**src/rtl/sram_ctrl_pkg.sv**
```systemverilog
// sram_ctrl_pkg: shared types and sizing helpers for the 1RW SRAM requester
package sram_ctrl_pkg;
  typedef enum logic {INIT, RUN} state_t;
  localparam int MAX_BW = 64;
  localparam int RSP_DEPTH_DEF = 3;
  localparam int RSP_PTR_W_DEF = $clog2(RSP_DEPTH_DEF);
  function automatic int ptr_w(input int d);
    return (d > 1) ? $clog2(d) : 1;
  endfunction
  function automatic logic [MAX_BW-1:0] lane_ones(input int w);
    return (w >= MAX_BW) ? '1 : (MAX_BW'(1) << w) - MAX_BW'(1);
  endfunction
endpackage

```
**src/rtl/sram_rsp_fifo.sv**
```systemverilog
// sram_rsp_fifo: small synchronous response FIFO with registered head and occupancy
module sram_rsp_fifo
  import sram_ctrl_pkg::*;
#(
  parameter int DATA_WIDTH = 32,
  parameter int RSP_DEPTH  = 3,
  localparam int PW = ptr_w(RSP_DEPTH),
  localparam int CW = ptr_w(RSP_DEPTH + 1)
) (
  input  logic                  clk,
  input  logic                  rst,
  input  logic                  i_push,
  input  logic [DATA_WIDTH-1:0] i_din,
  input  logic                  i_pop,
  output logic [DATA_WIDTH-1:0] o_dout,
  output logic [CW-1:0]         o_occ,
  output logic                  o_full,
  output logic                  o_empty
);
  logic [DATA_WIDTH-1:0] r_mem [RSP_DEPTH];
  logic [PW-1:0] r_wp, r_rp;
  logic [CW-1:0] r_occ;
  logic w_pop;
  assign w_pop   = i_pop && !o_empty;
  assign o_dout  = r_mem[r_rp];
  assign o_occ   = r_occ;
  assign o_empty = (r_occ == '0);
  assign o_full  = (r_occ == CW'(RSP_DEPTH));
  // storage needs no reset; only pointers and occupancy define validity
  always_ff @(posedge clk)
    if (i_push) r_mem[r_wp] <= i_din;
  // pointer and occupancy bookkeeping, wrapping at RSP_DEPTH
  always_ff @(posedge clk) begin
    if (rst) begin
      r_wp  <= '0;
      r_rp  <= '0;
      r_occ <= '0;
    end else begin
      if (i_push) r_wp <= (r_wp == PW'(RSP_DEPTH - 1)) ? '0 : r_wp + PW'(1);
      if (w_pop) r_rp <= (r_rp == PW'(RSP_DEPTH - 1)) ? '0 : r_rp + PW'(1);
      r_occ <= r_occ + CW'(i_push) - CW'(w_pop);
    end
  end
endmodule

```
**src/rtl/sram_1rw_req_ctrl.sv**
```systemverilog
// sram_1rw_req_ctrl: zero-fills a 1RW SRAM after reset, then issues credit-checked requests
module sram_1rw_req_ctrl
  import sram_ctrl_pkg::*;
#(
  parameter int DEPTH         = 64,
  parameter int ADDR_WIDTH    = 6,
  parameter int DATA_WIDTH    = 32,
  parameter int BITMASK_WIDTH = 4,
  parameter int RSP_DEPTH     = 3
) (
  input  logic                     MEMCLK,
  input  logic                     RESET,
  input  logic                     req_val,
  output logic                     req_rdy,
  input  logic                     req_rdwen,
  input  logic [ADDR_WIDTH-1:0]    req_addr,
  input  logic [BITMASK_WIDTH-1:0] req_bw,
  input  logic [DATA_WIDTH-1:0]    req_din,
  output logic                     rsp_val,
  input  logic                     rsp_rdy,
  output logic [DATA_WIDTH-1:0]    rsp_dout,
  output logic                     init_done,
  output logic                     mem_ce,
  output logic [ADDR_WIDTH-1:0]    mem_a,
  output logic                     mem_rdwen,
  output logic [BITMASK_WIDTH-1:0] mem_bw,
  output logic [DATA_WIDTH-1:0]    mem_din,
  input  logic [DATA_WIDTH-1:0]    mem_dout
);
  localparam int CW = ptr_w(RSP_DEPTH + 1);
  state_t r_state, w_state_nxt;
  logic [ADDR_WIDTH-1:0] r_sweep;
  logic r_inflight, w_credit, w_rd_acc, w_pop, w_full, w_empty;
  logic [CW-1:0] w_occ;
  assign w_credit  = (int'(w_occ) + int'(r_inflight)) < RSP_DEPTH;
  assign w_rd_acc  = mem_ce && mem_rdwen;
  assign rsp_val   = !w_empty;
  assign w_pop     = rsp_val && rsp_rdy;
  assign init_done = (r_state == RUN);
  // state, sweep address and in-flight read flag
  always_ff @(posedge MEMCLK) begin
    if (RESET) begin
      r_state    <= INIT;
      r_sweep    <= '0;
      r_inflight <= 1'b0;
    end else begin
      r_state    <= w_state_nxt;
      r_sweep    <= (r_state == INIT) ? r_sweep + ADDR_WIDTH'(1) : r_sweep;
      r_inflight <= w_rd_acc;
    end
  end
  // next state and SRAM drive; reset forces the idle pins so no write leaks during reset
  always_comb begin
    w_state_nxt = r_state;
    req_rdy     = 1'b0;
    mem_ce      = 1'b0;
    mem_a       = '0;
    mem_rdwen   = 1'b1;
    mem_bw      = '0;
    mem_din     = '0;
    if (!RESET && r_state == INIT) begin
      mem_ce      = 1'b1;
      mem_rdwen   = 1'b0;
      mem_bw      = BITMASK_WIDTH'(lane_ones(BITMASK_WIDTH));
      mem_a       = r_sweep;
      w_state_nxt = (r_sweep == ADDR_WIDTH'(DEPTH - 1)) ? RUN : INIT;
    end else if (!RESET) begin
      req_rdy   = !req_rdwen || w_credit;
      mem_ce    = req_val && req_rdy;
      mem_a     = req_addr;
      mem_rdwen = req_rdwen;
      mem_bw    = req_bw;
      mem_din   = req_din;
    end
  end
  sram_rsp_fifo #(.DATA_WIDTH(DATA_WIDTH), .RSP_DEPTH(RSP_DEPTH)) u_fifo (
    .clk    (MEMCLK),
    .rst    (RESET),
    .i_push (r_inflight),
    .i_din  (mem_dout),
    .i_pop  (w_pop),
    .o_dout (rsp_dout),
    .o_occ  (w_occ),
    .o_full (w_full),
    .o_empty(w_empty)
  );
  a_no_overflow: assert property (@(posedge MEMCLK) disable iff (RESET) !(r_inflight && w_full && !w_pop));
endmodule

```
**config.mk**
```make
export PLATFORM = sky130hd
export DESIGN_NAME = sram_1rw_req_ctrl
export DESIGN_NICKNAME = d
export VERILOG_FILES = /design/src/rtl/sram_ctrl_pkg.sv /design/src/rtl/sram_rsp_fifo.sv /design/src/rtl/sram_1rw_req_ctrl.sv
export SDC_FILE = /design/constraint.sdc
export NUM_CORES = 1
export LEC_CHECK = 0
export CORE_MARGIN = 2
export CORE_UTILIZATION = 45
export DETAILED_ROUTE_END_ITERATION = 8
export GPL_ROUTABILITY_DRIVEN = 0
export HOLD_SLACK_MARGIN = 0.08
export PLACE_DENSITY = 0.9
export SYNTH_ARGS = -nofsm -noshare
export SYNTH_HDL_FRONTEND = slang
export SYNTH_SLANG_ARGS = --single-unit
```
**constraint.sdc**
```tcl
create_clock -name MEMCLK -period 7.6 [get_ports MEMCLK]
set_input_delay 2.28 -clock MEMCLK [delete_from_list [all_inputs] [get_ports MEMCLK]]
set_output_delay 2.28 -clock MEMCLK [all_outputs]
set_load 0.005 [all_outputs]
```
==> results.yml, run 1 <==
global_routing:
  grt-ovfl-total: 0
  grt_antenna_before_repair: 0
  grt_busiest_layer: "met2"
  met1_usage_pct: 19.3
  grt_pass1_wl_um: 15000
  grt_max_degree: 65
  gr-usage-met2_pct: 32.3
  grt_usage_pct: 17.5
  use_met3_pct: 4.45
  first_global_vias: 3213
timing:
  whs_ns: 0.490
  post-route-min-period_ns: 6.44
  slew_violations: 0
  rsz0062_at_grt: "false"
  setup_ws_ns: 1.16
  min_period_over_period_pct: 84.7
  fmax_mhz: 155
  worst_pin_slew_ns: 1.06
  tns_ns: 0
  setup_violations: 0
  fin_worst_skew_ns: 0.0104
  finalHoldViolations: 0
  relSlewSlack_pct: 29.0
clocking:
  clkTransAtPathRegs_ns: 0.10
  cts.sinks: 112
  postCtsSetupBuffers: 0
  cts-root-buf: "clkbuf_8"
  cts_hold_buf: 0
  htreeDepth: 3
  cts_buffers: 9
  cts_resized: 0
  worstSkewPairLatency_ns: 0.36
  cts_tree: "done"
  clock_path_buffers: 2
worst_setup_path:
  crit_slowest_cell: "clkdlybuf4s50_1"
  crit_type: "primary input to primary output"
  crit_top_cell: "clkdlybuf4s50_1"
  reg2reg_slack_ns: 5.87
  critPathLaunchType: "primary input"
  cp_cell_sequence: "clkdlybuf4s50_1, nor2b_4, o21a_1, clkdlybuf4s50_1"
  slowest_delay_ns: 0.59
  cp_data_arrival_time_ns: 4.16
  critPathMaxFanout: 34
  endpoint_kind: "primary output"
  cp_data_required_time_ns: 5.32
job:
  drv_cap: 0
detailed_routing:
  dr.pass1.iters: 5
  route.detailed.drc: 0
  routed_via_density: 4.88
  wl_per_cell_um: 15.2
  ant_nets: 0
  totalWireLength_um: 9660
  vias: 3097
  dr.first_iter.drc_count: 191
power_and_ir_drop:
  p_int_uw: 895
  seqPwrFrac_pct: 59.6
  power_density_nw_per_um2: 178
  power_leakage_nw: 2.19
  swShare_pct: 22.8
  peakVddDrop_mv: 0.0947
  clock_power_share_pct: 28.7
  power_frac_comb_pct: 11.7
  p_sw_uw: 265
synth:
  synth-seq-area-share_pct: 69.2
  ys_ff_latch: 112
  synth_area_um2: 4630
  synth_compound_area_share_pct: 5.60
  avgSynthCellArea_um2: 13.6
  netlist_instances: 340
  muxShareOfSynthArea_pct: 8.65
  ys.warnings.count: 0
  synth_top_family_by_area: "simple AND/OR/NAND/NOR gates"
  synthXorXnorAreaFrac_pct: 0.946
  synth_fa_ha_area_share_pct: 1.35
  synth.distinct_cells: 33
  synth_nets: 424
  synth_simple_gate_area_share_pct: 11.5
placed_design:
  dpl_worst_slack_ns: 1.12
  place_hpwl_um: 6760
  io_buffers: 157
  dpl_cell_area_um2: 6320
die:
  core_area_um2: 10100
  rows: 37
  die-area_um2: 11100
  fp.dieH_um: 105
  initial_utilization_pct: 45.6
  io_pins: 158
  die_w_um: 105
outcome:
  run_status: "finished, final reports clean"
finish:
  nets: 577
  area_growth_pct: 40.8
  finalInstanceArea_um2: 6510
  filler_cell_count: 739
  drive_gt1_share_pct: 6.02
  regArea_um2: 3210
  antenna_cells: 0
  multi_input_area_um2: 1310
  layout_commonest_cell: "clkdlybuf4s50_1"
  final_cell_mix: "clkdlybuf4s50_1, edfxtp_1, mux2i_1, nand2_1, o21ai_0"
min_path:
  hp-class: "register to register"
-- layer usage --
metal	vias up	share of wire, %	routed length, um
met5	-	0	0
met4	0	1.0	101
met3	8	6.4	620
met2	136	52	5020
met1	1439	41	3920
li1	1514	-	-
-- per-stage QoR --
step           std cells  util (%)  total power, mW
2_1_floorplan        340         -            0.751
5_1_grt              634      64.2             1.20
3_3_place_gp         618      62.3            0.838
3_5_place_dp         618      62.3            0.843
4_1_cts              634      64.2             1.17
6_report             634      64.2             1.16
-- power groups by stage --
stage          Combinational (mW)  Clock, mW  Sequential (mW)
2_1_floorplan              0.0621          0            0.689
3_3_place_gp                0.133          0            0.705
3_5_place_dp                0.137          0            0.706
4_1_cts                     0.138      0.344            0.692
5_1_grt                     0.147      0.364            0.693
6_report                    0.136      0.333            0.691
-- path summary, 6_finish.rpt --
check	start	to	cells after the start
max	RESET	req_rdy	4
min	u_fifo.r_rp[0]$_SDFFE_PP0P_	register	2
max reg2reg	r_inflight$_SDFF_PP0_	u_fifo.r_mem[2][0]$_DFFE_PP_	2
min reg2reg	u_fifo.r_rp[0]$_SDFFE_PP0P_	register	2
-- final cells by class --
cell class,count,area share [%]
inverters,9,0.519
flip-flops and latches,112,49.2
well taps,136,2.61
repair buffers,161,24.6
multi-input cells,200,20.1
clock inverters,7,1.08
clock buffers,9,1.90
-- state kept, by name (all words and copies together), names as in the netlist, named ones only --
name and count:
u_fifo.r_mem 96, r_sweep 6, u_fifo.o_occ 2, u_fifo.r_rp 2
u_fifo.r_wp 2, init_done 1, r_inflight 1
-- critical path, delay by kind of cell --
family | cells | cell delay, ns
simple gates | 1 | 0.49
compound gates | 1 | 0.25
buf+inv | 2 | 1.12
-- synthesized netlist by cell type, drive strengths merged --
library cell / number / area [um2]
dfxtp: 16 / 320
a21o: 1 / 7.51
nand4b: 1 / 23.8
or3: 2 / 12.5
o21bai: 1 / 7.51
nor4: 1 / 6.26
and2: 32 / 200
nand3: 1 / 10.0
a31oi: 1 / 6.26
o21ba: 1 / 10.0
mux2i: 40 / 400
xnor2: 2 / 17.5
inv: 9 / 33.8
edfxtp: 96 / 2880
nor2b: 6 / 45.0
clkbuf: 9 / 33.8
o21ai: 36 / 180
nor2: 17 / 63.8
o21a: 1 / 7.51
a21oi: 8 / 40.0
or2: 1 / 6.26
and3b: 1 / 8.76
nand2b: 1 / 6.26
and3: 1 / 7.51
xor2: 3 / 26.3
ha: 5 / 62.6
buf: 10 / 60.1
nand2: 36 / 135
nor3: 1 / 5.00
-- cell families (layout without fill, tap and decap cells) --
kind of cell             after synthesis  count (layout)
AND/OR/NAND/NOR                      101             101
XOR/XNOR                               5               5
multiplexers                          40              40
AO/OA/AOI/OAI                         49              49
adder cells (fa/ha/maj)                5               5
buffers and inverters                 28             186
flip-flops                           112             112
No activity file was read; power rests on OpenSTA's default activity.
==> run 2: changes to the inputs <==
--- a/config.mk
+++ b/config.mk
@@ -6,11 +6,11 @@
 export NUM_CORES = 1
 export LEC_CHECK = 0
 export CORE_MARGIN = 2
-export CORE_UTILIZATION = 45
+export CORE_UTILIZATION = 41
 export DETAILED_ROUTE_END_ITERATION = 8
 export GPL_ROUTABILITY_DRIVEN = 0
 export HOLD_SLACK_MARGIN = 0.08
-export PLACE_DENSITY = 0.9
+export PLACE_DENSITY = 0.87
 export SYNTH_ARGS = -nofsm -noshare
 export SYNTH_HDL_FRONTEND = slang
 export SYNTH_SLANG_ARGS = --single-unit
==> constraint.sdc (replaced) <==
create_clock -name MEMCLK -period 5.8 [get_ports MEMCLK]
set_input_delay 1.74 -clock MEMCLK [delete_from_list [all_inputs] [get_ports MEMCLK]]
set_output_delay 1.74 -clock MEMCLK [all_outputs]
set_load 0.005 [all_outputs]
==> run 2 against run 1 <==
  * Via count shrank 0.71%
  * Final cell count is 0.47% higher
  * Power is 44% higher
  * Clock power increased by 76%
==> results.yml, run 2 (synthesized netlist as in run 1, its figures left out) <==
die:
  initial_utilization_pct: 42.3
  fp.dieH_um: 110
  die-area_um2: 12200
  core_area_um2: 10900
  io_pins: 158
  die_w_um: 110
  rows: 38
timing:
  worst_pin_slew_ns: 1.06
  relSlewSlack_pct: 29.6
  setup_violations: 0
  fmax_mhz: 185
  slew_violations: 0
  min_period_over_period_pct: 93.0
  whs_ns: 0.484
  rsz0062_at_grt: "false"
  post-route-min-period_ns: 5.39
  setup_ws_ns: 0.409
  finalHoldViolations: 0
  tns_ns: 0
  fin_worst_skew_ns: 0.00464
clocking:
  cts_hold_buf: 0
  worstSkewPairLatency_ns: 0.33
  cts_resized: 0
  cts_buffers: 9
  clkTransAtPathRegs_ns: 0.06
  htreeDepth: 3
  clock_path_buffers: 2
  postCtsSetupBuffers: 0
  cts_tree: "done"
  cts-root-buf: "clkbuf_16"
  cts.sinks: 112
finish:
  antenna_cells: 0
  final_cell_mix: "clkdlybuf4s50_1, edfxtp_1, mux2i_1, nand2_1, o21ai_0"
  layout_commonest_cell: "clkdlybuf4s50_1"
  largest_reg_flops: 96
  drive_gt1_share_pct: 5.84
  nets: 576
  final_util_pct: 60.4
  regMostFlops: "u_fifo.r_mem"
  finalInstanceArea_um2: 6610
  area_growth_pct: 42.8
  reg_top3: "u_fifo.r_mem x96, r_sweep x6"
min_path:
  hp-class: "register to register"
  hold_depth: 2
worst_setup_path:
  endpoint_kind: "primary output"
  critPathMaxFanout: 34
  path_depth: 4
  path_buf_inv: 2
  cp_cell_sequence: "clkdlybuf4s50_1, nor2b_4, and2_1, clkdlybuf4s50_1"
  crit_family: "buffers and inverters"
  crit_type: "primary input to primary output"
  crit_top_cell: "clkdlybuf4s50_1"
  crit_slowest_cell: "clkdlybuf4s50_1"
  critPathLaunchType: "primary input"
  rr_worst_depth: 2
  cp_data_arrival_time_ns: 3.65
  cp_data_required_time_ns: 4.06
  slowest_delay_ns: 0.65
global_routing:
  grt_pass1_wl_um: 14300
  grt-ovfl-total: 0
  first_global_vias: 3074
  grt_max_degree: 65
  grt_antenna_before_repair: 0
  grt_usage_pct: 15.7
detailed_routing:
  route.detailed.drc: 0
  totalWireLength_um: 9360
  dr.pass1.iters: 4
  ant_nets: 0
  wl_per_cell_um: 14.7
  dr.first_iter.drc_count: 103
  vias: 3075
  routed_via_density: 4.83
job:
  drv_cap: 0
placed_design:
  dpl_worst_slack_ns: 0.398
  io_buffers: 157
  place_hpwl_um: 6380
  dpl_cell_area_um2: 6320
outcome:
  run_status: "finished, final reports clean"
power_and_ir_drop:
  power_leakage_nw: 2.23
  peakVddDrop_mv: 0.143
  power_density_nw_per_um2: 252
==> run 2: stage by stage <==
step | power, mW | instances
global route | 1.73 | 637
CTS | 1.69 | 637
detailed placement | 1.10 | 621
global placement | 1.10 | 621
floorplan | 0.984 | 340
finish | 1.67 | 637
==> run 2: final timing paths <==
check	start	slack [ns]	endpoint
setup / recovery	RESET	0.41	mem_din[28]
hold / removal	u_fifo.r_rp[0]$_SDFFE_PP0P_	0.48	register
hold reg to reg	u_fifo.r_rp[0]$_SDFFE_PP0P_	0.48	register
setup reg to reg	r_inflight$_SDFF_PP0_	4.09	u_fifo.r_mem[2][14]$_DFFE_PP_
==> run 2: report_power, final <==
| group | internal, mW | total [mW] | switching, mW |
|---|---|---|---|
| clock network | 0.333 | 0.586 | 0.253 |
| logic | 0.125 | 0.176 | 0.0509 |
| registers | 0.879 | 0.906 | 0.0264 |
==> run 2: per-layer routing <==
layer | global-route usage, % | share of wire [%] | wire, um | vias to the layer above
met5 | 0 | 0 | 0 | -
met4 | 4.82 | 0.79 | 74 | 0
met3 | 5.70 | 7.5 | 704 | 6
met2 | 29.1 | 53 | 4920 | 121
met1 | 16.7 | 39 | 3670 | 1435
li1 | - | - | - | 1513
==> run 2: worst reg2reg max path: stages (launching register included) <==
cell	delay, ns
dfxtp_1	0.43
nand2_1	0.13
nor2_4	0.77
==> run 2: area by class of cell <==
type | instances | area (um2)
fill | 831 | 4330
sequential | 112 | 3210
timing repair buffer | 160 | 1590
multi-input combinational | 200 | 1310
clock buffer | 10 | 229
tap | 140 | 175
clock inverter | 6 | 58.8
inverter | 9 | 33.8
==> run 3: changes to the inputs <==
--- a/config.mk
+++ b/config.mk
@@ -11,6 +11,7 @@
 export GPL_ROUTABILITY_DRIVEN = 0
 export HOLD_SLACK_MARGIN = 0.08
 export PLACE_DENSITY = 0.87
+export REMOVE_ABC_BUFFERS = 1
 export SYNTH_ARGS = -nofsm -noshare
 export SYNTH_HDL_FRONTEND = slang
 export SYNTH_SLANG_ARGS = --single-unit
==> run 3 against run 2 <==
  * Global-route usage rose by 0.67 points
  * First-iteration DRC count rose by 20%
  * Register-to-register slack got worse by 0.02 ns
  * Highest routed layer unchanged
==> results.yml, run 3 (synthesized netlist as in run 1, its figures left out) <==
worst_setup_path:
  critPathLaunchType: "primary input"
  cp_data_required_time_ns: 4.06
  crit_type: "primary input to primary output"
  cp_data_arrival_time_ns: 3.74
  critPathMaxFanout: 34
  reg2reg_slack_ns: 4.07
  endpoint_kind: "primary output"
  crit_top_cell: "clkdlybuf4s50_1"
  path_buf_inv: 2
  crit_family: "buffers and inverters"
  rr_worst_depth: 2
  cp_cell_sequence: "clkdlybuf4s50_1, nor2b_4, o21a_1, clkdlybuf4s50_1"
  slowest_delay_ns: 0.69
  r2r_start: "r_inflight$_SDFF_PP0_"
  r2r-end: "u_fifo.r_mem[2][10]$_DFFE_PP_"
  crit_slowest_cell: "clkdlybuf4s50_1"
clocking:
  cts.sinks: 112
  cts-root-buf: "clkbuf_16"
  clock_path_buffers: 2
  postCtsSetupBuffers: 0
  worstSkewPairLatency_ns: 0.34
  htreeDepth: 3
  cts_resized: 0
  cts_tree: "done"
  cts_buffers: 9
  clkTransAtPathRegs_ns: 0.07
  cts_hold_buf: 0
finish:
  final_cell_mix: "clkdlybuf4s50_1, edfxtp_1, mux2i_1, nand2_1, o21ai_0"
  multi_input_area_um2: 1310
  area_growth_pct: 42.8
  filler_cell_count: 861
  largest_reg_flops: 96
  fin_cells: 637
  antenna_cells: 0
  layout_commonest_cell: "clkdlybuf4s50_1"
  nets: 576
  regMostFlops: "u_fifo.r_mem"
  drive_gt1_share_pct: 5.63
  reg_top3: "u_fifo.r_mem x96, r_sweep x6"
  finalInstanceArea_um2: 6610
  regArea_um2: 3210
  final_util_pct: 60.4
min_path:
  min-delay-start: "u_fifo.r_rp[0]$_SDFFE_PP0P_"
  hold_depth: 2
  hp-class: "register to register"
detailed_routing:
  routed_via_density: 4.82
  ant_nets: 0
  wl_per_cell_um: 15.3
  dr.first_iter.drc_count: 124
  dr.pass1.iters: 4
  vias: 3071
  route.detailed.drc: 0
  totalWireLength_um: 9720
placed_design:
  dpl_cell_area_um2: 6320
  place_hpwl_um: 6700
  io_buffers: 157
  dpl_worst_slack_ns: 0.305
  place_inst: 621
global_routing:
  grt_pass1_wl_um: 14600
  grt-ovfl-total: 0
  grt_max_degree: 65
  grt_usage_pct: 16.4
  grt_antenna_before_repair: 0
  first_global_vias: 3130
timing:
  finalHoldViolations: 0
  setup_ws_ns: 0.322
  rsz0062_at_grt: "false"
  fin_worst_skew_ns: 0.00729
  whs_ns: 0.491
  slew_violations: 0
  fmax_mhz: 183
  worst_pin_slew_ns: 1.04
  setup_violations: 0
  tns_ns: 0
  min_period_over_period_pct: 94.4
  relSlewSlack_pct: 30.5
  post-route-min-period_ns: 5.48
die:
  rows: 38
  io_pins: 158
  fp.dieH_um: 110
  core_area_um2: 10900
  die-area_um2: 12200
  die_w_um: 110
  initial_utilization_pct: 42.3
power_and_ir_drop:
  power_leakage_nw: 2.22
  power_density_nw_per_um2: 253
  total_power_mw: 1.67
  peakVddDrop_mv: 0.133
job:
  drv_cap: 0
outcome:
  run_status: "finished, final reports clean"
## run 3: cell count changes in the layout (fill, tap and decap cells not counted)
| cell | previous run | this run |
|---|---|---|
| clkinv_2 | 4 | 1 |
| clkbuf_1 | 1 | 2 |
| clkinvlp_4 | 0 | 1 |
| clkinvlp_2 | 0 | 1 |
## run 3: final cells by class
| cell class | instances | area share [%] |
|---|---|---|
| tap | 140 | 2.65 |
| clock buffer | 11 | 3.52 |
| sequential | 112 | 48.5 |
| multi-input combinational | 200 | 19.8 |
| inverter | 9 | 0.511 |
| timing repair buffer | 160 | 24.1 |
| clock inverter | 5 | 0.852 |
## run 3: power breakdown
part	switching, mW	internal (mW)	total (mW)
registers	0.0265	0.879	0.906
logic	0.0519	0.125	0.177
clock network	0.257	0.335	0.592
## run 3: how the worst max path moves through the flow
stage	endpoint	slack (ns)	cells past startpoint	start
2_1_floorplan	mem_din[0]	1.83	2	RESET
3_3_place_gp	req_rdy	0.35	4	RESET
3_5_place_dp	req_rdy	0.31	4	RESET
4_1_cts	req_rdy	0.30	4	RESET
5_1_grt	req_rdy	0.21	4	RESET
6_report	req_rdy	0.32	4	RESET
## run 3: tightest hold or removal path, delay by kind of cell, from the launching register on
family / cells / cell delay [ns]
AND/OR/NAND/NOR: 1 / 0.06
AO/OA/AOI/OAI: 1 / 0.07
flip-flops: 1 / 0.33
## run 3: layer usage
layer	GRT usage [%]	share of wire, %
met3	5.17	7.3
met2	30.6	53
met1	17.2	38
met4	6.07	1.5
met5	0	0
